**config.mk**
```make
export PLATFORM = sky130hd
export DESIGN_NAME = cross_router_switch_allocator
export DESIGN_NICKNAME = d
export VERILOG_FILES = /design/src/rtl/cross_router_switch_allocator.sv
export SDC_FILE = /design/constraint.sdc
export NUM_CORES = 1
export LEC_CHECK = 0
export BUFFER_PORTS_ARGS = -buffer_cell sky130_fd_sc_hd__buf_2
export CORE_MARGIN = 2
export CORE_UTILIZATION = 60
export DETAILED_ROUTE_END_ITERATION = 16
export GPL_ROUTABILITY_DRIVEN = 0
export PLACE_DENSITY = 0.91
export SYNTH_ARGS = -nofsm -noshare
export SYNTH_HDL_FRONTEND = slang
export SYNTH_SLANG_ARGS = --single-unit
```
**constraint.sdc**
```tcl
create_clock -name clk_i -period 4.6 [get_ports clk_i]
set_clock_uncertainty 0.2 [all_clocks]
set_input_delay 0.23 -clock clk_i [delete_from_list [all_inputs] [get_ports clk_i]]
set_output_delay 0.23 -clock clk_i [all_outputs]
set_load 0.01 [all_outputs]
```
**src/rtl/cross_router_switch_allocator.sv**
```systemverilog
// Per-output round-robin switch allocator with burst lock; grant one cycle after valid, one idle cycle after last.
// Backpressure: owner's in_ready follows its output's ready combinationally, so the lock holds through stalls.
module cross_router_switch_allocator #(
   parameter int CHANNEL_NUMBER = 5,
   parameter int PTR_WIDTH      = $clog2(CHANNEL_NUMBER)
) (
   input  logic                                      clk_i,
   input  logic                                      rst_n_i,
   input  logic [CHANNEL_NUMBER-1:0]                 req_valid_i,
   input  logic [CHANNEL_NUMBER*CHANNEL_NUMBER-1:0]  req_route_i,
   input  logic [CHANNEL_NUMBER-1:0]                 req_last_i,
   input  logic [CHANNEL_NUMBER-1:0]                 out_ready_i,
   output logic [CHANNEL_NUMBER-1:0]                 in_ready_o,
   output logic [CHANNEL_NUMBER-1:0]                 out_valid_o,
   output logic [CHANNEL_NUMBER*CHANNEL_NUMBER-1:0]  grant_o,
   output logic [CHANNEL_NUMBER-1:0]                 busy_o
);

   localparam int N = CHANNEL_NUMBER;

   typedef enum logic {IDLE, LOCKED} state_t;

   state_t               state_q  [N];
   state_t               state_d  [N];
   logic [PTR_WIDTH-1:0] winner_q [N];
   logic [PTR_WIDTH-1:0] winner_d [N];
   logic [PTR_WIDTH-1:0] rr_ptr_q [N];
   logic [PTR_WIDTH-1:0] rr_ptr_d [N];

   logic [N-1:0]         eff_route [N];
   logic [N-1:0]         cand      [N];
   logic [PTR_WIDTH-1:0] pick      [N];
   logic [N-1:0]         pick_vld;

   // Lowest set bit wins, so a malformed multi-hot route still targets one output only.
   always_comb begin
      for (int i = 0; i < N; i++) begin
         eff_route[i] = req_route_i[i*N +: N] & (~req_route_i[i*N +: N] + N'(1));
      end
   end

   always_comb begin
      int idx;
      idx      = 0;
      pick_vld = '0;
      for (int o = 0; o < N; o++) begin
         cand[o] = '0;
         pick[o] = '0;
         for (int i = 0; i < N; i++) begin
            cand[o][i] = req_valid_i[i] & eff_route[i][o];
         end
         // Scan starts just past the last served input and wraps.
         for (int k = 1; k <= N; k++) begin
            idx = int'(rr_ptr_q[o]) + k;
            if (idx >= N) idx = idx - N;
            if (!pick_vld[o] && cand[o][idx]) begin
               pick_vld[o] = 1'b1;
               pick[o]     = PTR_WIDTH'(idx);
            end
         end
      end
   end

   always_comb begin
      grant_o     = '0;
      busy_o      = '0;
      out_valid_o = '0;
      in_ready_o  = '0;
      for (int o = 0; o < N; o++) begin
         state_d[o]  = state_q[o];
         winner_d[o] = winner_q[o];
         rr_ptr_d[o] = rr_ptr_q[o];
         case (state_q[o])
            IDLE: begin
               if (pick_vld[o]) begin
                  state_d[o]  = LOCKED;
                  winner_d[o] = pick[o];
               end
            end
            LOCKED: begin
               grant_o[o*N + int'(winner_q[o])] = 1'b1;
               busy_o[o]                        = 1'b1;
               out_valid_o[o]                   = req_valid_i[winner_q[o]];
               in_ready_o[winner_q[o]]          = in_ready_o[winner_q[o]] | out_ready_i[o];
               if (req_valid_i[winner_q[o]] && out_ready_i[o] && req_last_i[winner_q[o]]) begin
                  state_d[o]  = IDLE;
                  rr_ptr_d[o] = winner_q[o];
               end
            end
            default: state_d[o] = IDLE;
         endcase
      end
   end

   always_ff @(posedge clk_i or negedge rst_n_i) begin
      if (!rst_n_i) begin
         for (int o = 0; o < N; o++) begin
            state_q[o]  <= IDLE;
            winner_q[o] <= '0;
            rr_ptr_q[o] <= PTR_WIDTH'(N-1);
         end
      end else begin
         for (int o = 0; o < N; o++) begin
            state_q[o]  <= state_d[o];
            winner_q[o] <= winner_d[o];
            rr_ptr_q[o] <= rr_ptr_d[o];
         end
      end
   end

endmodule

```
==> impl_metrics.csv, run 1 <==
group,metric,value,unit
outcome,status,"completed",
power,total_power,0.00716,W
power,power_density,837,nW/um2
power,leakagePower,3.65,nW
critical_path,r2r_start,"rr_ptr_q[5]",
routing,drt_iter0_markers,1082,
clocking,cts_resized,0,
clocking,post_cts_buffers,0,
die,coreArea,13100,um2
synthesis,synth-main-ff-cell,"dfrtp_1",
routing,wl,24800,um
routing,drtPass1Iterations,8,
final_layout,postLayoutCoreUtil,65.4,%
die,num_io_pins,82,
global_routing,grt_antenna_before_repair,1,
die,initial_core_util,60.8,%
clocking,cts_sinks,35,
timing,hold_viol,0,
clocking,cts_hold_buf,1,
clocking,cts_made_buffers,5,
timing,setup_viol,0,
routing,dr_wl_met2,11400,um
routing,vias,9023,
critical_path,cp-start-kind,"register",
global_routing,grt_use_total,33.8,%
global_routing,overflow,0,
global_routing,grt_pass1_wl,39800,um
die,dieArea,14200,um2
placement,hpwl,18700,um
die,die_x,119,um
critical_path,r2r_end,"winner_q[3]",
final_layout,diodes,0,
critical_path,startpoint,"winner_q[13]",
power,peakVddDrop,506,uV
timing,setup_ws,360,ps
critical_path,worstRegToRegCells,11,
clocking,clock_path_buffers,2,
synthesis,yosysWarnings,0,
critical_path,cpMaxStageDelayCell,"o41ai_1",
timing,rsz0062_at_grt,"no",
critical_path,crit_required,4170,ps
placement,port_buffers,81,
timing,fin_crit_sh,92.2,%
final_layout,areaGrowthSynthToFinish,7.60,%
final_layout,nets,1217,
synthesis,synthArstFlopShare,100,%
hold_path,hp-class,"in2reg",
job,maxCapViolations,0,
final_layout,layout-drive-gt1-share,14.4,%
critical_path,crit_fanout,14,
clocking,h-tree-depth,2,
critical_path,worst_setup_path_end_kind,"output port",
synthesis,ys_types,93,
routing,top_layer,"met5",
synthesis,synth_edf_count,0,
global_routing,grt_pass1_vias,8307,
timing,fmax,236,MHz
timing,finalCriticalPeriod,4240,ps
synthesis,ys_ff_latch,35,
clocking,clk_latency,290,ps
timing,finalSetupTns,0,ps
routing,drt-wirelength-per-cell,19.2,um
critical_path,cpPeakStageDelay,720,ps
routing,drcViolationCount,0,
timing,slew_headroom,21.6,%
die,die_h,119,um
clocking,cts.clk_slew.worst_paths,60,ps
critical_path,crit_path_end,"in_ready_o[1]",
synthesis,synth_fp_nets,1177,
synthesis,synth_seq_area_share,11.1,%
synthesis,avgSynthCellArea,7.41,um2
routing,wl_met1,9530,um
critical_path,rrSetupSlack,460,ps
global_routing,grt_max_degree,36,
placement,pre_cts_ws,515,ps
timing,tightest_slew,1160,ps
routing,ant_nets,0,
critical_path,critPathKind,"reg2out",
die,rows,42,
final_layout,nFillCells,1092,
synthesis,syn_area,7960,um2
routing,met3_length,2610,um
critical_path,cp_data_arrival_time,3810,ps
routing,viasPerCell,7.00,
timing,drv_slew,0,
clocking,cts_tree,"done",
critical_path,worstPathCellList,"or2_1 > o41ai_1 > nand3_1 > a2111oi_0 > a311o_1 > o21a_1 > a2111o_1 > a2111oi_2 > a21oi_1 > buf_2",
clocking,cts-root-buf,"clkbuf_16",
synthesis,synth_cells,1073,
-- cells in the final DEF (no fill, tap or decap), types with 11 or more instances in the layout --
cell      instances
nand3b_1         14
a21oi_1          63
nor2b_1          27
nor3_1           20
mux2_2           18
o21ai_0          69
mux4_2           11
mux2i_1          59
buf_2            81
xor2_1           12
nand3_1          36
dfrtp_1          30
o31ai_1          11
a31oi_1          19
inv_1            44
a211oi_1         17
nor2_1           76
nand2_1         110
ha_1             62
and2_1           12
and3_1           12
nand2b_1         28
o22ai_1          21
-- kinds of logic after synthesis --
| family | after synthesis | synth area share [%] |
|---|---|---|
| simple gates | 407 | 27.2 |
| buf+inv | 107 | 5.36 |
| xor+xnor | 22 | 2.52 |
| fa+ha+maj | 62 | 9.75 |
| mux | 90 | 13.5 |
| compound gates | 350 | 30.6 |
| flops | 35 | 11.1 |
-- area by class of cell --
class	instances	area (um2)	area share, %
clock buffer	6	139	1.62
clock inverter	1	5.00	0.0585
inverter	49	184	2.15
multi-input combinational	931	6650	77.6
sequential	35	882	10.3
tap	176	220	2.57
timing repair buffer	91	483	5.64
-- stage by stage --
step                      area [um2]  cells  hold WS [ps]
after global routing            8560   1289           206
after detailed placement        8410   1281           156
after floorplan                 7960   1073          -266
after global placement          8410   1281           151
after CTS                       8560   1289           177
final                           8560   1289           173
-- power by group --
part / internal, W / total [W] / switching (W)
Combinational: 0.00238 / 0.00590 / 0.00352
Sequential: 0.000465 / 0.000917 / 0.000452
Clock: 0.000211 / 0.000343 / 0.000131
Total: 0.00306 / 0.00716 / 0.00410
-- how the worst min path moves through the flow --
stage | startpoint | end | slack, ps | depth (start not counted)
after global placement | rst_n_i | rr_ptr_q[7] | 150 | 1
after CTS | out_ready_i[3] | rr_ptr_q[5] | 180 | 3
after detailed placement | rst_n_i | rr_ptr_q[7] | 160 | 1
after floorplan | rst_n_i | rr_ptr_q[0] | -270 | 0
after global routing | out_ready_i[3] | rr_ptr_q[5] | 210 | 3
final | out_ready_i[3] | rr_ptr_q[5] | 170 | 3
-- cells in the mapped netlist, types with 12 or more instances --
library cell,count,area [um2]
a211oi_1,17,128
a21oi_1,63,315
a31oi_1,19,119
and2_1,12,75.1
and3_1,12,75.1
clkbuf_1,41,154
dfrtp_1,30,751
ha_1,62,776
inv_1,44,165
mux2_2,18,203
mux2i_1,59,591
nand2_1,110,413
nand2b_1,28,175
nand3_1,36,180
nand3b_1,14,105
nor2_1,76,285
nor2b_1,27,169
nor3_1,20,100
o21ai_0,69,345
o22ai_1,21,131
xor2_1,12,105
-- flip-flops by register name (all words and copies together), names as in the netlist --
name / flops
winner_q: 15
state_q: 5
rr_ptr_q: 15
-- critical path: cells and delay by family (launching register included) --
family / cells / cell delay [ps]
compound gates: 7 / 2210
simple gates: 2 / 560
flops: 1 / 550
buf+inv: 1 / 200
-- layer usage --
layer / vias up / GRT usage [%]
li1: 4143 / -
met1: 4174 / 41.6
met2: 590 / 54.7
met3: 114 / 7.04
met4: 2 / 17.9
met5: - / 5.51
Note: power is estimated with default switching activity, not from simulation.
==> run 2: changes to the inputs <==
--- a/config.mk
+++ b/config.mk
@@ -5,7 +5,7 @@
 export SDC_FILE = /design/constraint.sdc
 export NUM_CORES = 1
 export LEC_CHECK = 0
-export BUFFER_PORTS_ARGS = -buffer_cell sky130_fd_sc_hd__buf_2
+export BUFFER_PORTS_ARGS = -buffer_cell sky130_fd_sc_hd__buf_4
 export CORE_MARGIN = 2
 export CORE_UTILIZATION = 60
 export DETAILED_ROUTE_END_ITERATION = 16
==> run 2 against run 1 <==
Wire length down 2.9%; sequential power is 0.5% lower; clock power down 2%; worst setup slack better by 150 ps; die area did not move; highest routed layer is now met4.
==> impl_metrics.csv, run 2 (synthesis gave the netlist of run 1 again) <==
group,metric,value,unit
clocking,cts.clk_slew.worst_paths,60,ps
clocking,cts_made_buffers,5,
power,power_density,821,nW/um2
power,peakVddDrop,560,uV
clocking,clk_latency,280,ps
routing,top_layer,"met4",
job,maxCapViolations,0,
die,dieArea,14200,um2
critical_path,cp-start-kind,"register",
placement,port_buffers,81,
final_layout,largestRegisters,"rr_ptr_q x15, winner_q x15, state_q x5",
power,seqPwrFrac,12.7,%
clocking,cts-root-buf,"clkbuf_16",
power,p_sw_share,56.1,%
timing,rsz0062_at_grt,"no",
final_layout,finalInstanceArea,8760,um2
critical_path,r2r_start,"rr_ptr_q[5]",
hold_path,min_from,"out_ready_i[3]",
power,p_int,0.00316,W
timing,fin_crit_sh,88.9,%
clocking,cts_tree,"done",
global_routing,grt_antenna_before_repair,0,
placement,dpl-instance-area,8610,um2
timing,finalSetupTns,0,ps
hold_path,holdPathEnd,"rr_ptr_q[5]",
final_layout,diodes,0,
final_layout,final_cell_mix,"110 x nand2_1, 90 x buf_4, 76 x nor2_1",
power,leakagePower,3.69,nW
critical_path,crit_required,4570,ps
power,p_sw,0.00404,W
timing,fmax,245,MHz
die,coreArea,13100,um2
die,die_h,119,um
critical_path,worstPathCellList,"inv_1 > ha_1 > a211oi_2 > mux2i_1 > mux2_4 > or3_1 > and3_4 > mux2_4 > a32o_1 > mux2_2 > o22a_1",
timing,drv_slew,0,
routing,drcViolationCount,0,
global_routing,grt_max_degree,36,
routing,met3_length,2560,um
routing,wl_met1,9480,um
die,rows,42,
placement,hpwl,18200,um
routing,viasPerCell,6.89,
final_layout,layout-drive-gt1-share,14.5,%
timing,finalCriticalPeriod,4090,ps
die,die_x,119,um
critical_path,cpMaxStageDelayCell,"dfstp_2",
final_layout,nFillCells,1090,
clocking,h-tree-depth,2,
global_routing,grt_pass1_vias,8018,
clocking,cts_resized,0,
power,pwr-share-clk,4.7,%
clocking,clock_path_buffers,2,
clocking,post_cts_buffers,0,
critical_path,cp_data_arrival_time,4060,ps
hold_path,holdPathStages,3,
critical_path,r2r_end,"winner_q[3]",
timing,setup_viol,0,
critical_path,critPathKind,"reg2reg",
critical_path,worstRegToRegCells,11,
routing,wl,24000,um
critical_path,crit_path_frequent_cell,"mux2_4",
power,total_power,0.00719,W
routing,drt_iter0_markers,1287,
hold_path,hp-class,"in2reg",
timing,hold_viol,0,
critical_path,rrSetupSlack,510,ps
clocking,cts_sinks,35,
routing,drt-wirelength-per-cell,18.6,um
die,num_io_pins,82,
routing,drtPass1Iterations,6,
global_routing,overflow,0,
timing,tightest_slew,1010,ps
global_routing,grt_use_total,32.7,%
routing,vias,8883,
routing,dr_wl_met2,10900,um
outcome,status,"completed",
final_layout,final_common_cell,"nand2_1",
timing,slew_headroom,32.0,%
global_routing,grt_pass1_wl,39000,um
die,initial_core_util,60.8,%
final_layout,areaGrowthSynthToFinish,10.2,%
clocking,cts_hold_buf,1,
power,power_frac_comb,82.7,%
critical_path,crit_fanout,14,
critical_path,worst_setup_path_end_kind,"register",
final_layout,nets,1217,
routing,ant_nets,0,
critical_path,cpPeakStageDelay,660,ps
-- run 2: changes by cell type in the layout (fill, tap and decap cells not counted), sizes merged --
cell	change
clkbuf	-1
clkinvlp	+2
-- run 2: how the worst max path moves through the flow --
| stage | startpoint | slack (ps) | endpoint | cells after the start |
|---|---|---|---|---|
| after floorplan | rr_ptr_q[5] | 760 | winner_q[3] | 12 |
| after global placement | rr_ptr_q[5] | 680 | winner_q[3] | 11 |
| after detailed placement | rr_ptr_q[5] | 580 | winner_q[3] | 11 |
| after CTS | rr_ptr_q[5] | 570 | winner_q[3] | 11 |
| after global routing | winner_q[13] | 300 | in_ready_o[1] | 10 |
| final | rr_ptr_q[5] | 510 | winner_q[3] | 11 |
-- run 2: routing by layer --
| layer | global-route usage (%) | vias up |
|---|---|---|
| met5 | 0 | - |
| met4 | 13.5 | 0 |
| met3 | 5.41 | 114 |
| met2 | 52.9 | 526 |
| met1 | 43.3 | 4110 |
| li1 | - | 4133 |
-- run 2: worst max-delay path: cells and delay by family (launching register included) --
family,cells,cell delay [ps]
multiplexers,4,1450
AO/OA/AOI/OAI,3,630
flip-flops,1,660
adder cells (fa/ha/maj),1,360
buffers and inverters,1,120
AND/OR/NAND/NOR,2,560
-- run 2: metrics by stage --
step | util (%) | instances | hold slack (ps) | setup WS, ps
floorplan | - | 1073 | -266 | 757
global placement | 65.8 | 1281 | 10.3 | 676
detailed placement | 65.8 | 1281 | 12.7 | 580
CTS | 67.0 | 1290 | 195 | 567
global route | 67.0 | 1290 | 224 | 301
finish | 67.0 | 1290 | 186 | 511
-- run 2: power groups by stage --
stage	logic [W]	clock network, W	registers (W)
floorplan	0.00466	0	0.000626
global placement	0.00564	0	0.000888
detailed placement	0.00578	0	0.000892
CTS	0.00582	0.000334	0.000891
global route	0.00650	0.000352	0.000950
finish	0.00595	0.000336	0.000912
-- run 2: layout make-up --
type / count / area, um2 / share of cell area (%)
Clock inverter: 3 / 20.0 / 0.228
Timing Repair Buffer: 91 / 686 / 7.82
Tap cell: 176 / 220 / 2.51
Inverter: 49 / 184 / 2.10
Clock buffer: 5 / 125 / 1.43
Sequential cell: 35 / 882 / 10.1
Multi-Input combinational cell: 931 / 6650 / 75.8
==> run 3: changes to the inputs <==
==> constraint.sdc (replaced) <==
create_clock -name clk_i -period 4.84 [get_ports clk_i]
set_clock_uncertainty 0.2 [all_clocks]
set_input_delay 0.242 -clock clk_i [delete_from_list [all_inputs] [get_ports clk_i]]
set_output_delay 0.242 -clock clk_i [all_outputs]
set_load 0.01 [all_outputs]
==> run 3 against run 2 <==
Clock power decreased by 5%; first-iteration DRC count increased by 7.7%; non-clock buffer count fell by 3; via count is essentially flat; largest power group unchanged; critical endpoint is now in_ready_o[0]; sequential share of layout area about the same; highest routed layer unchanged; sequential cell count unchanged; critical path depth down 1; sequential power fell by 2.2%; register-to-register slack better by 230 ps; worst hold slack got worse by 26 ps; largest cell class unchanged; wire length is 0.58% higher; worst setup slack better by 150 ps.
==> impl_metrics.csv, run 3 (synthesis gave the netlist of run 1 again) <==
group,metric,value,unit
outcome,status,"completed",
critical_path,cp_data_arrival_time,3730,ps
critical_path,worstRegToRegCells,8,
power,pwr-share-clk,4.7,%
critical_path,r2r_end,"winner_q[4]",
clocking,cts_made_buffers,5,
global_routing,grt_max_degree,36,
power,p_int,0.00299,W
clocking,h-tree-depth,2,
timing,tightest_slew,1150,ps
clocking,cts_sinks,35,
global_routing,grt_pass1_vias,7890,
routing,viasPerCell,6.91,
job,maxCapViolations,0,
hold_path,holdPathStages,3,
placement,dpl-instance-area,8590,um2
routing,drtPass1Iterations,6,
routing,drt-wirelength-per-cell,18.8,um
final_layout,nets,1214,
critical_path,crit_required,4400,ps
die,coreArea,13100,um2
critical_path,worst_setup_path_end_kind,"output port",
power,p_sw_share,56.4,%
critical_path,crit_fanout,14,
hold_path,holdPathEnd,"rr_ptr_q[5]",
die,rows,42,
timing,finalCriticalPeriod,4170,ps
final_layout,instances_no_fill,1287,
power,leakagePower,3.68,nW
clocking,cts-root-buf,"clkbuf_16",
clocking,cts.clk_slew.worst_paths,60,ps
critical_path,cpPeakStageDelay,750,ps
power,peakVddDrop,538,uV
global_routing,grt_use_total,32.7,%
routing,wl,24200,um
clocking,cts_resized,0,
routing,vias,8888,
hold_path,hp-class,"in2reg",
final_layout,areaGrowthSynthToFinish,9.83,%
die,initial_core_util,60.8,%
final_layout,final_cell_mix,"110 x nand2_1, 87 x buf_4, 76 x nor2_1",
global_routing,grt_antenna_before_repair,0,
timing,fmax,240,MHz
final_layout,postLayoutCoreUtil,66.8,%
power,power_density,785,nW/um2
critical_path,rrSetupSlack,740,ps
final_layout,largestRegisters,"rr_ptr_q x15, winner_q x15, state_q x5",
final_layout,layout-drive-gt1-share,14.1,%
timing,hold_viol,0,
critical_path,cp-start-kind,"register",
die,die_x,119,um
critical_path,worstPathCellList,"or2_1 > o41ai_1 > a41oi_1 > a2111oi_0 > a311o_1 > o21a_1 > a2111o_1 > a211oi_1 > o22ai_1 > buf_4",
critical_path,critPathKind,"reg2out",
timing,drv_slew,0,
clocking,clk_latency,290,ps
final_layout,final_common_cell,"nand2_1",
die,dieArea,14200,um2
routing,drt_iter0_markers,1386,
clocking,post_cts_buffers,0,
clocking,cts_tree,"done",
final_layout,finalInstanceArea,8740,um2
timing,slew_headroom,22.1,%
power,power_frac_comb,82.3,%
timing,setup_viol,0,
power,seqPwrFrac,13.0,%
clocking,clock_path_buffers,2,
timing,rsz0062_at_grt,"no",
timing,fin_crit_sh,86.2,%
power,p_sw,0.00387,W
global_routing,overflow,0,
die,die_h,119,um
clocking,cts_hold_buf,1,
final_layout,diodes,0,
hold_path,min_from,"out_ready_i[3]",
routing,ant_nets,0,
placement,port_buffers,81,
placement,placedCellCount,1278,
routing,drcViolationCount,0,
critical_path,cpMaxStageDelayCell,"o41ai_1",
die,num_io_pins,82,
timing,finalSetupTns,0,ps
global_routing,grt_pass1_wl,38500,um
placement,hpwl,18200,um
critical_path,r2r_start,"rr_ptr_q[3]",
==> run 3: cell count changes in the layout (fill, tap and decap cells not counted), sizes merged <==
cell / previous run / this run
clkinvlp: 2 / 1
buf: 90 / 87
clkbuf: 5 / 6
==> run 3: power groups by stage <==
stage / logic (W) / clock network (W) / registers, W
floorplan: 0.00443 / 0 / 0.000595
global placement: 0.00534 / 0 / 0.000861
detailed placement: 0.00547 / 0 / 0.000872
CTS: 0.00550 / 0.000322 / 0.000870
global route: 0.00611 / 0.000335 / 0.000923
finish: 0.00564 / 0.000320 / 0.000892
==> run 3: cell type report <==
class                      instances  area [um2]
inverter                          49         184
fill                            1078        4350
sequential                        35         882
clock buffer                       6         129
tap                              176         220
timing repair buffer              88         663
multi-input combinational        931        6650
clock inverter                     2        12.5
==> run 3: stage by stage <==
step / setup WS (ps) / total power [W] / hold WS (ps)
after detailed placement: 791 / 0.00634 / 24.0
after global routing: 371 / 0.00737 / 190
after CTS: 795 / 0.00670 / 159
after global placement: 892 / 0.00620 / 18.9
after floorplan: 997 / 0.00503 / -254
final: 666 / 0.00685 / 160
==> run 3: worst max path at each step <==
stage          cells after the start         start       endpoint
6_report                          10  winner_q[13]  in_ready_o[0]
5_1_grt                            9   rr_ptr_q[3]    winner_q[3]
4_1_cts                            8   rr_ptr_q[3]    winner_q[4]
3_5_place_dp                       8   rr_ptr_q[3]    winner_q[4]
3_3_place_gp                      11   rr_ptr_q[5]    winner_q[3]
2_1_floorplan                     12   rr_ptr_q[5]    winner_q[3]
==> run 3: worst max-delay path: cells and delay by family (launching register included) <==
kind	cells	cell delay, ps
AOI/OAI and AO/OA	8	2390
buffers and inverters	1	160
DFF	1	540
and+or+nand+nor	1	340
==> run 3: layer usage <==
layer / global-route usage, % / vias up / share of wire (%)
met5: 0 / - / 0
met4: 12.1 / 0 / 3.2
met3: 5.75 / 81 / 12
met2: 53.7 / 579 / 47
met1: 43.0 / 4101 / 38
li1: - / 4127 / -
